## src/rtl/f_spsram_large_pkg.sv

```systemverilog
// Shared constants and types for the f_spsram_large access controller.
package f_spsram_large_pkg;

    localparam int WORD_W    = 128;
    localparam int BE_W      = 16;
    localparam int RSP_DEPTH = 2;

    // One read response: issuing requester and the returned word.
    typedef struct packed {
        logic              id;
        logic [WORD_W-1:0] data;
    } rsp_t;

endpackage

```

## src/rtl/f_spsram_large_rsp_fifo.sv

```systemverilog
// Two-entry response FIFO with registered storage and an occupancy count.
// Push and pop in the same cycle are both honoured.
module f_spsram_large_rsp_fifo
    import f_spsram_large_pkg::*;
(
    input  logic              CLK,
    input  logic              RST_B,
    input  logic              push,
    input  logic              push_id,
    input  logic [WORD_W-1:0] push_data,
    input  logic              pop,
    output logic              vld,
    output logic              head_id,
    output logic [WORD_W-1:0] head_data,
    output logic [1:0]        cnt
);

    rsp_t       mem_q [RSP_DEPTH];
    rsp_t       mem_d [RSP_DEPTH];
    rsp_t       push_rsp;
    logic [1:0] cnt_q, cnt_d;
    logic       wr_ptr_q, wr_ptr_d;
    logic       rd_ptr_q, rd_ptr_d;
    logic       do_push, do_pop;

    assign push_rsp = rsp_t'{id: push_id, data: push_data};

    // Pop only a non-empty FIFO; push into a full FIFO only when the head leaves.
    always_comb begin
        do_pop   = pop & (cnt_q != 2'd0);
        do_push  = push & ((cnt_q != 2'(RSP_DEPTH)) | do_pop);
        cnt_d    = cnt_q + {1'b0, do_push} - {1'b0, do_pop};
        wr_ptr_d = do_push ? ~wr_ptr_q : wr_ptr_q;
        rd_ptr_d = do_pop  ? ~rd_ptr_q : rd_ptr_q;
    end

    // Count and pointer registers.
    always_ff @(posedge CLK or negedge RST_B) begin
        if (!RST_B) begin
            cnt_q    <= 2'd0;
            wr_ptr_q <= 1'b0;
            rd_ptr_q <= 1'b0;
        end else begin
            cnt_q    <= cnt_d;
            wr_ptr_q <= wr_ptr_d;
            rd_ptr_q <= rd_ptr_d;
        end
    end

    generate
        for (genvar gi = 0; gi < RSP_DEPTH; gi++) begin : g_entry
            // Load this entry when it is the tail and a push is accepted.
            always_comb begin
                mem_d[gi] = mem_q[gi];
                if (do_push && (wr_ptr_q == 1'(gi))) begin
                    mem_d[gi] = push_rsp;
                end
            end

            // Entry storage; cleared so the head reads as zero after reset.
            always_ff @(posedge CLK or negedge RST_B) begin
                if (!RST_B) begin
                    mem_q[gi] <= '0;
                end else begin
                    mem_q[gi] <= mem_d[gi];
                end
            end
        end
    endgenerate

    assign vld       = (cnt_q != 2'd0);
    assign head_id   = mem_q[rd_ptr_q].id;
    assign head_data = mem_q[rd_ptr_q].data;
    assign cnt       = cnt_q;

endmodule

```

## src/rtl/f_spsram_large_ctrl.sv

```systemverilog
// Two-requester round-robin access controller for the 128-bit single-port
// f_spsram_large array. Writes are posted; reads return through a tagged
// two-entry response FIFO guarded by a credit check so nothing is ever lost.
module f_spsram_large_ctrl #(
    parameter int ADDR_WIDTH = 21,
    parameter int RSP_DEPTH  = f_spsram_large_pkg::RSP_DEPTH
) (
    input  logic                  CLK,
    input  logic                  RST_B,
    input  logic [1:0]            req_vld,
    output logic [1:0]            req_rdy,
    input  logic [1:0]            req_wr,
    input  logic [ADDR_WIDTH-1:0] req0_addr,
    input  logic [ADDR_WIDTH-1:0] req1_addr,
    input  logic [127:0]          req0_wdata,
    input  logic [127:0]          req1_wdata,
    input  logic [15:0]           req0_be,
    input  logic [15:0]           req1_be,
    output logic                  rsp_vld,
    input  logic                  rsp_rdy,
    output logic                  rsp_id,
    output logic [127:0]          rsp_data,
    output logic                  sram_cen,
    output logic [15:0]           sram_wen,
    output logic [ADDR_WIDTH-1:0] sram_a,
    output logic [127:0]          sram_d,
    input  logic [127:0]          sram_q
);

    import f_spsram_large_pkg::*;

    logic [ADDR_WIDTH-1:0] addr_a [2];
    logic [WORD_W-1:0]     data_a [2];
    logic [BE_W-1:0]       be_a   [2];
    logic [1:0]            eligible;
    logic [1:0]            fifo_cnt;
    logic [2:0]            credit;
    logic                  rd_ok;
    logic                  pop;
    logic                  grant;
    logic                  win;

    logic                  run_q, run_d;
    logic                  rr_ptr_q, rr_ptr_d;
    logic                  rd_pend_q, rd_pend_d;
    logic                  rd_id_q, rd_id_d;
    logic [ADDR_WIDTH-1:0] a_q, a_d;
    logic [WORD_W-1:0]     wdat_q, wdat_d;

    assign addr_a[0] = req0_addr;
    assign addr_a[1] = req1_addr;
    assign data_a[0] = req0_wdata;
    assign data_a[1] = req1_wdata;
    assign be_a[0]   = req0_be;
    assign be_a[1]   = req1_be;

    // A read may only issue if the FIFO can hold it together with any read
    // already in flight, after accounting for this cycle's pop.
    assign pop    = rsp_vld & rsp_rdy;
    assign credit = {1'b0, fifo_cnt} + {2'b0, rd_pend_q} - {2'b0, pop};
    assign rd_ok  = (credit < 3'(RSP_DEPTH));

    // run_q keeps grants off while reset is asserted and until the first
    // edge after release, so req_rdy and CEN stay idle throughout reset.
    generate
        for (genvar gi = 0; gi < 2; gi++) begin : g_req
            assign eligible[gi] = run_q & req_vld[gi] & (req_wr[gi] | rd_ok);
            assign req_rdy[gi]  = grant & (win == 1'(gi));
        end
    endgenerate

    // Round-robin pick: rr_ptr wins if eligible, otherwise the other requester.
    always_comb begin
        grant = 1'b0;
        win   = rr_ptr_q;
        if (eligible[rr_ptr_q]) begin
            grant = 1'b1;
            win   = rr_ptr_q;
        end else if (eligible[~rr_ptr_q]) begin
            grant = 1'b1;
            win   = ~rr_ptr_q;
        end
    end

    // SRAM strobes; address and data follow the winner and otherwise hold.
    assign sram_cen = ~grant;
    assign sram_wen = (grant & req_wr[win]) ? ~be_a[win] : '1;
    assign sram_a   = grant ? addr_a[win] : a_q;
    assign sram_d   = grant ? data_a[win] : wdat_q;

    // Next-state for arbitration pointer, read pipeline and held SRAM bus.
    always_comb begin
        run_d     = 1'b1;
        rr_ptr_d  = grant ? ~win : rr_ptr_q;
        rd_pend_d = grant & ~req_wr[win];
        rd_id_d   = grant ? win : rd_id_q;
        a_d       = grant ? addr_a[win] : a_q;
        wdat_d    = grant ? data_a[win] : wdat_q;
    end

    // Control and pipeline registers; reset drops any in-flight read.
    always_ff @(posedge CLK or negedge RST_B) begin
        if (!RST_B) begin
            run_q     <= 1'b0;
            rr_ptr_q  <= 1'b0;
            rd_pend_q <= 1'b0;
            rd_id_q   <= 1'b0;
            a_q       <= '0;
            wdat_q    <= '0;
        end else begin
            run_q     <= run_d;
            rr_ptr_q  <= rr_ptr_d;
            rd_pend_q <= rd_pend_d;
            rd_id_q   <= rd_id_d;
            a_q       <= a_d;
            wdat_q    <= wdat_d;
        end
    end

    // The SRAM output is valid the cycle after the read edge; capture it then.
    f_spsram_large_rsp_fifo u_rsp_fifo (
        .CLK       (CLK),
        .RST_B     (RST_B),
        .push      (rd_pend_q),
        .push_id   (rd_id_q),
        .push_data (sram_q),
        .pop       (pop),
        .vld       (rsp_vld),
        .head_id   (rsp_id),
        .head_data (rsp_data),
        .cnt       (fifo_cnt)
    );

endmodule

```

## config.mk

```make
export PLATFORM = sky130hd
export DESIGN_NAME = f_spsram_large_ctrl
export DESIGN_NICKNAME = d
export VERILOG_FILES = /design/src/rtl/f_spsram_large_pkg.sv /design/src/rtl/f_spsram_large_rsp_fifo.sv /design/src/rtl/f_spsram_large_ctrl.sv
export SDC_FILE = /design/constraint.sdc
export NUM_CORES = 1
export LEC_CHECK = 0
export ABC_AREA = 1
export BUFFER_PORTS_ARGS = -buffer_cell sky130_fd_sc_hd__buf_2
export CORE_AREA = 2 2 295 297
export CTS_BUF_LIST = sky130_fd_sc_hd__clkbuf_8
export DETAILED_ROUTE_END_ITERATION = 7
export DIE_AREA = 0 0 297 299
export GPL_ROUTABILITY_DRIVEN = 0
export MAX_ROUTING_LAYER = met4
export PLACE_DENSITY_LB_ADDON = 0.1
export SLEW_MARGIN = 10
export SYNTH_ARGS = -nofsm -noshare
export SYNTH_HDL_FRONTEND = slang
export SYNTH_SLANG_ARGS = --single-unit
export TNS_END_PERCENT = 1
```

## constraint.sdc

```tcl
create_clock -name CLK -period 8.9 [get_ports CLK]
set_clock_uncertainty 0.2 [all_clocks]
set_input_delay 0.89 -clock CLK [delete_from_list [all_inputs] [get_ports CLK]]
set_output_delay 0.89 -clock CLK [all_outputs]
set_load 0.02 [all_outputs]
```

# ---- Yosys cells after proc, flatten, opt, wreduce, memory -nomap -nowiden
# Cells that the tools add are included.
dict set report totals {
  reg_bits 415
  latchBits 0
  ramBits 0
  rom_bits 0
  output_inout_bits 298
  word_cells 75
  memories 0
}
dict set report op_classes {
  addsub 4
  n_mul 0
  div 0
  magnitude_cmp 6
  eq_ne 1
  shifts 0
  muxes 25
  bitwise_logic 23
  n_reduce_logical 3
}
# op count
set ops {}
lappend ops {{$mux W128} 4}
lappend ops {{$mux W129} 3}
lappend ops {{$mux W21} 4}
lappend ops {{$mux W16} 4}
lappend ops {{$not A16 Y16} 1}
lappend ops {{$and A1 B1 Y1} 11}
lappend ops {{$mux W1} 10}
lappend ops {{$lt A1 B2 Y1 const B} 3}
lappend ops {{$not A1 Y1} 6}
lappend ops {{$ge A2 B2 Y1 const B} 2}
lappend ops {{$not A1 Y2} 2}
lappend ops {{$add A2 B1 Y3} 1}
lappend ops {{$lt A3 B2 Y1 const B} 1}
lappend ops {{$or A1 B1 Y1} 3}
lappend ops {{$sub A3 B1 Y3} 1}
lappend ops {{$add A2 B1 Y2} 1}
lappend ops {{$logic_and A1 B1 Y1} 2}
lappend ops {{$ne A2 B2 Y1 const B} 1}
lappend ops {{$reduce_bool A2 Y1} 1}
lappend ops {{$sub A2 B1 Y2} 1}

# ---- Depth between registers and ports, before layout
dict set report logic_depth {
  word_depth 16
  ltp_mapped 21
  depth_no_buf 18
}

# ---- By module
# A second synthesis with hierarchy kept.
dict set report unflattened {
  cells_unflattened 2793
  area_unflattened_um2 20429.6
}
# mod n_inst cells_each area_each_um2 seq_area_each_um2
set by_module_without_submodules {}
lappend by_module_without_submodules {f_spsram_large_rsp_fifo 1 1588 12403.1 6556.3}
lappend by_module_without_submodules {f_spsram_large_ctrl 1 1205 8026.4 3828.7}

# ---- Worst setup path before layout
# No wires, ideal clock.
dict set report synth_path {
  path_type {input -> output}
  start {in rsp_rdy}
  end {out sram_d[119]}
  t_arrival_ps 3121
  required_ps 7810
  path_slack_ps 4689
  path_stages 16
  path_buffers 1
  cell_sequence {nand2_1 > inv_1 > ha_1 > nor2_1 > fa_1 > inv_1 > nand3_1 > nand2_1 > nand2_2 > nand2_4 > inv_2 > buf_1 > nand2_1 > nand2_1 > inv_1 > nand2_1}
}
dict set report synth_between {
  elab_chain_len 14
  word_cells_on_any_way 20
  cone_classes {add/sub: 1; order compare: 1; mux: 12; bitwise: 6}
}
# element line
set synth_lines {}
lappend synth_lines {{start, declared} f_spsram_large_ctrl.sv:20} ;# input logic rsp_rdy,
lappend synth_lines {{$and A1 B1 Y1 (*)} f_spsram_large_ctrl.sv:59} ;# assign pop = rsp_vld & rsp_rdy;
lappend synth_lines {{$sub A3 B1 Y3 (*)} f_spsram_large_ctrl.sv:60} ;# assign credit = {1'b0, fifo_cnt} + {2'b0, rd_pend_q} - {2'b0, pop};
lappend synth_lines {{$lt A3 B2 Y1 (*)} f_spsram_large_ctrl.sv:61} ;# assign rd_ok = (credit < 3'(RSP_DEPTH));
lappend synth_lines {{$or A1 B1 Y1} f_spsram_large_ctrl.sv:67} ;# assign eligible[gi] = run_q & req_vld[gi] & (req_wr[gi] | rd_ok);
lappend synth_lines {{$and A1 B1 Y1} f_spsram_large_ctrl.sv:67}
lappend synth_lines {{$mux W1 (implied by the code) (2 in series)} f_spsram_large_ctrl.sv:79} ;# end else if (eligible[~rr_ptr_q]) begin
lappend synth_lines {{$mux W1} f_spsram_large_ctrl.sv:79}
lappend synth_lines {{$mux W1} f_spsram_large_ctrl.sv:76} ;# if (eligible[rr_ptr_q]) begin
lappend synth_lines {{$not A1 Y2 (implied by the code)} f_spsram_large_ctrl.sv:89} ;# assign sram_d = grant ? data_a[win] : wdat_q;
lappend synth_lines {{$mux W128 (implied by the code) (3 in series)} f_spsram_large_ctrl.sv:89}
lappend synth_lines {{$mux W128 (*)} n/a}
lappend synth_lines {{end, declared} f_spsram_large_ctrl.sv:26} ;# output logic [127:0] sram_d,
# Every way passes the cells marked *; elsewhere a longest branch is shown, timed or not. The select of a mux whose other input is x is not followed.

# ---- Worst setup path after layout
dict set report layout_path {
  start {reg u_rsp_fifo.cnt_q[1] (netlist: u_rsp_fifo.cnt[1])}
  end {out sram_d[87]}
}
dict set report layout_between {
  elab_chain_len 15
  word_cells_on_any_way 22
  cone_classes {add/sub: 2; order compare: 1; mux: 12; bitwise: 6; reduce/logical: 1}
}
# element line
set layout_lines {}
lappend layout_lines {{start, declared} f_spsram_large_rsp_fifo.sv:21} ;# logic [1:0] cnt_q, cnt_d;
lappend layout_lines {{start signal, assigned} f_spsram_large_rsp_fifo.sv:44} ;# cnt_q <= cnt_d;
lappend layout_lines {{parallel branches: the longest is 2 deep, another holds $add A2 B1 Y3} n/a}
lappend layout_lines {{$sub A3 B1 Y3 (*)} f_spsram_large_ctrl.sv:60}
lappend layout_lines {{$lt A3 B2 Y1 (*)} f_spsram_large_ctrl.sv:61}
lappend layout_lines {{$or A1 B1 Y1} f_spsram_large_ctrl.sv:67}
lappend layout_lines {{$and A1 B1 Y1} f_spsram_large_ctrl.sv:67}
lappend layout_lines {{$mux W1 (implied by the code) (2 in series)} f_spsram_large_ctrl.sv:79}
lappend layout_lines {{$mux W1} f_spsram_large_ctrl.sv:79}
lappend layout_lines {{$mux W1} f_spsram_large_ctrl.sv:76}
lappend layout_lines {{$not A1 Y2 (implied by the code)} f_spsram_large_ctrl.sv:89}
lappend layout_lines {{$mux W128 (implied by the code) (3 in series)} f_spsram_large_ctrl.sv:89}
lappend layout_lines {{$mux W128 (*)} n/a}
# Every way passes the cells marked *. The select of a mux whose other input is x is not followed.

==> metrics.yaml <==
critical_path:
  path_buf_inv: 7
  worstSetupStartpointType: "flip-flop"
  critical-path-top-delay-family: "simple AND/OR/NAND/NOR gates"
  critPathKind: "reg -> out"
  cp-end-kind: "primary output"
  reg2reg_depth: 18
  cpMostUsedCell: "nand2_1"
  worstPathRequired_ps: 7810
  cpPeakStageDelay_ps: 440
  path_depth: 18
  path_max_fanout: 142
  cp_cell_sequence: "inv_2, nand2_2, nand2_1, inv_1, ha_1, nor2_1, fa_1, inv_1, nand3_1, a21oi_2, inv_2, nand2_4, inv_4, nor2_4, buf_12, nand2_1, nand2_1, buf_2"
  arrival_ps: 4970
  critPathSlowestCell: "buf_12"
global_route:
  grt_use_total_pct: 18.61
  grt_pass1_vias: 18810
  overflow: 0
  antenna_found_initial: 45
  grt_max_degree: 221
  grt_pass1_wl_um: 121700
clock_tree:
  cts_tree: "yes"
  cts_made_buffers: 87
  cts_hold_buf: 0
  post_cts_buffers: 0
  clockRootBuffer: "clkbuf_8"
  clock_latency_ps: 670
  clkSlewWorstSetupHoldPaths_ps: 60
  clock_sinks: 415
  cts_resized: 0
  clockBufferDepth: 3
  htreeDepth: 3
final_layout:
  fin_util_pct: 30.16
  syn_to_final_growth_pct: 34.52
  fin_nets: 3789
  final_layout_size_suffix_gt1_share_pct: 27.11
placed_design:
  portBuffers: 762
  dp.final_hpwl_um: 59040
worst_hold_path:
  hp-class: "in -> async"
timing:
  holdWs_ps: 64.50
  max_slew_margin_pct: 29.52
  setup_viol: 0
  maxSlewViolCount: 0
  timing.final.crit_share_pct: 68.07
  min_period_ps: 6058
  max_freq_mhz: 165.1
  tns_ps: 0
  rsz0062_at_grt: "no"
  hold_viol_final: 0
  worstMarginPinSlew_ps: 1057
synthesis:
  yosys.cell_types.count: 23
  avgSynthCellArea_um2: 7.419
  synth_top_area_share_pct: 53.90
  syn_nets: 3066
  synthTopCellsByArea: "dfrtp_1 (54%), nand2_1 (28%), inv_1 (5.6%), o21ai_0 (4.4%), o21ai_1 (2.3%)"
  synth_common_cells: "nand2_1 (1,434), dfrtp_1 (415), inv_1 (290)"
  yosysMostFrequentCell: "nand2_1"
  synth_seq_cells: 415
  netlist_area_mm2: 0.01927
  async_reset_ff_share_pct: 100.0
  synth-edff-count: 0
  synthCells: 2597
  ys_seq_area_share_pct: 53.90
  ys.flop_type: "dfrtp_1"
  synth_top_area_cell: "dfrtp_1"
  yosysWarnings: 0
floorplanning:
  die_h_um: 299
  rows: 108
  ioPinCount: 763
  design.die.area_mm2: 0.08880
  core-area_mm2: 0.08594
  die_w_um: 297
  initial_core_util_pct: 22.42
detailed_routing:
  routed_wl_um: 81980
  antenna_left: 0
  vias_per_cell: 4.003
  drc: 0
  dr.pass1.iters: 5
  drtIter0Drc: 1053
  vias: 18350
  wl_per_cell_um: 17.88
pwr:
  peakVddDrop_uv: 174.5
  power_density_mw_per_mm2: 382.2
  p_leak_nw: 15.27
outcome:
  status: "finished, final reports clean"
flow_run:
  cap_violations: 0
worst paths after layout:
kind	endpoint	slack, ps	startpoint
min	u_rsp_fifo.mem_q[242]$_DFFE_PN0P_	60	RST_B
max in group asynchronous	wdat_q[106]$_DFF_PN0_	7000	RST_B
max	sram_d[87]	2840	u_rsp_fifo.cnt[1]$_DFF_PN0_
min in group CLK	a_q[9]$_DFF_PN0_	230	req0_addr[9]
min reg2reg	u_rsp_fifo.mem_q[78]$_DFFE_PN0P_	280	u_rsp_fifo.mem_q[78]$_DFFE_PN0P_
max reg2reg	wdat_q[83]$_DFF_PN0_	4520	u_rsp_fifo.cnt[1]$_DFF_PN0_
metrics by stage:
stage	power, mW	worst slack, ps	instances	cell area, µm²
after floorplan	6.059	4689	2597	19270
after global placement	7.923	3087	4386	23970
after detailed placement	7.913	3056	4386	23970
after CTS	10.14	2666	4545	25820
after global routing	10.74	2362	4581	25910
final	9.906	2842	4585	25920
sequential cells by signal, summed over array words and instances (netlist names):
register             flops
u_rsp_fifo.wr_ptr_q      1
u_rsp_fifo.rd_ptr_q      1
rd_id_q                  1
run_q                    1
u_rsp_fifo.mem_q       258
wdat_q                 128
rr_ptr_q                 1
a_q                     21
rd_pend_q                1
u_rsp_fifo.cnt           2
report_power, final:
part,internal (mW),switching [mW]
combinational,1.35,3.29
clock,1.21,0.936
sequential,2.75,0.372
cell usage in the layout, fill, tap and decap left out, drive strengths merged:
cell type,synthesis,layout
a21oi,1,1
buf,91,773
bufinv,0,1
clkbuf,48,117
clkinv,0,5
clkinvlp,0,1
conb,1,1
dfrtp,415,415
diode,0,40
fa,1,1
ha,3,3
inv,295,330
nand2,1440,1440
nand3,36,36
nor2,3,3
o21ai,260,260
or2,1,1
xor2,2,2
final cells by class:
cell class                 count  area (µm²)
tap                         1155        1445
clock inverter                42       239.0
timing repair buffer         773        3981
antenna                       40       100.1
multi-input combinational   1748        7039
sequential                   415       10390
fill                        9814       60020
clock buffer                 117        1610
inverter                     295        1115
cell families (layout without fill, tap and decap cells):
| kind of cell | Yosys count | after routing | share of synthesized area [%] |
|---|---|---|---|
| fa+ha+maj | 4 | 4 | 0.2987 |
| xor+xnor | 2 | 2 | 0.09093 |
| buf+inv | 434 | 1227 | 9.617 |
| flops | 415 | 415 | 53.90 |
| compound gates | 261 | 261 | 6.799 |
| other cells | 1 | 41 | 0.01946 |
| simple gates | 1480 | 1480 | 29.27 |
metal layers:
metal  track usage, %  wire length [µm]  vias to the layer above  part of all wire (%)
li1                 -                 -                     9307                     -
met1            20.41             32330                     8389                    39
met2            32.39             41510                      534                    51
met3            6.172              6312                      122                   7.7
met4            4.678              1831                        0                   2.2
met5                -                 0                        -                     0
(Power assumes the default switching activity.)
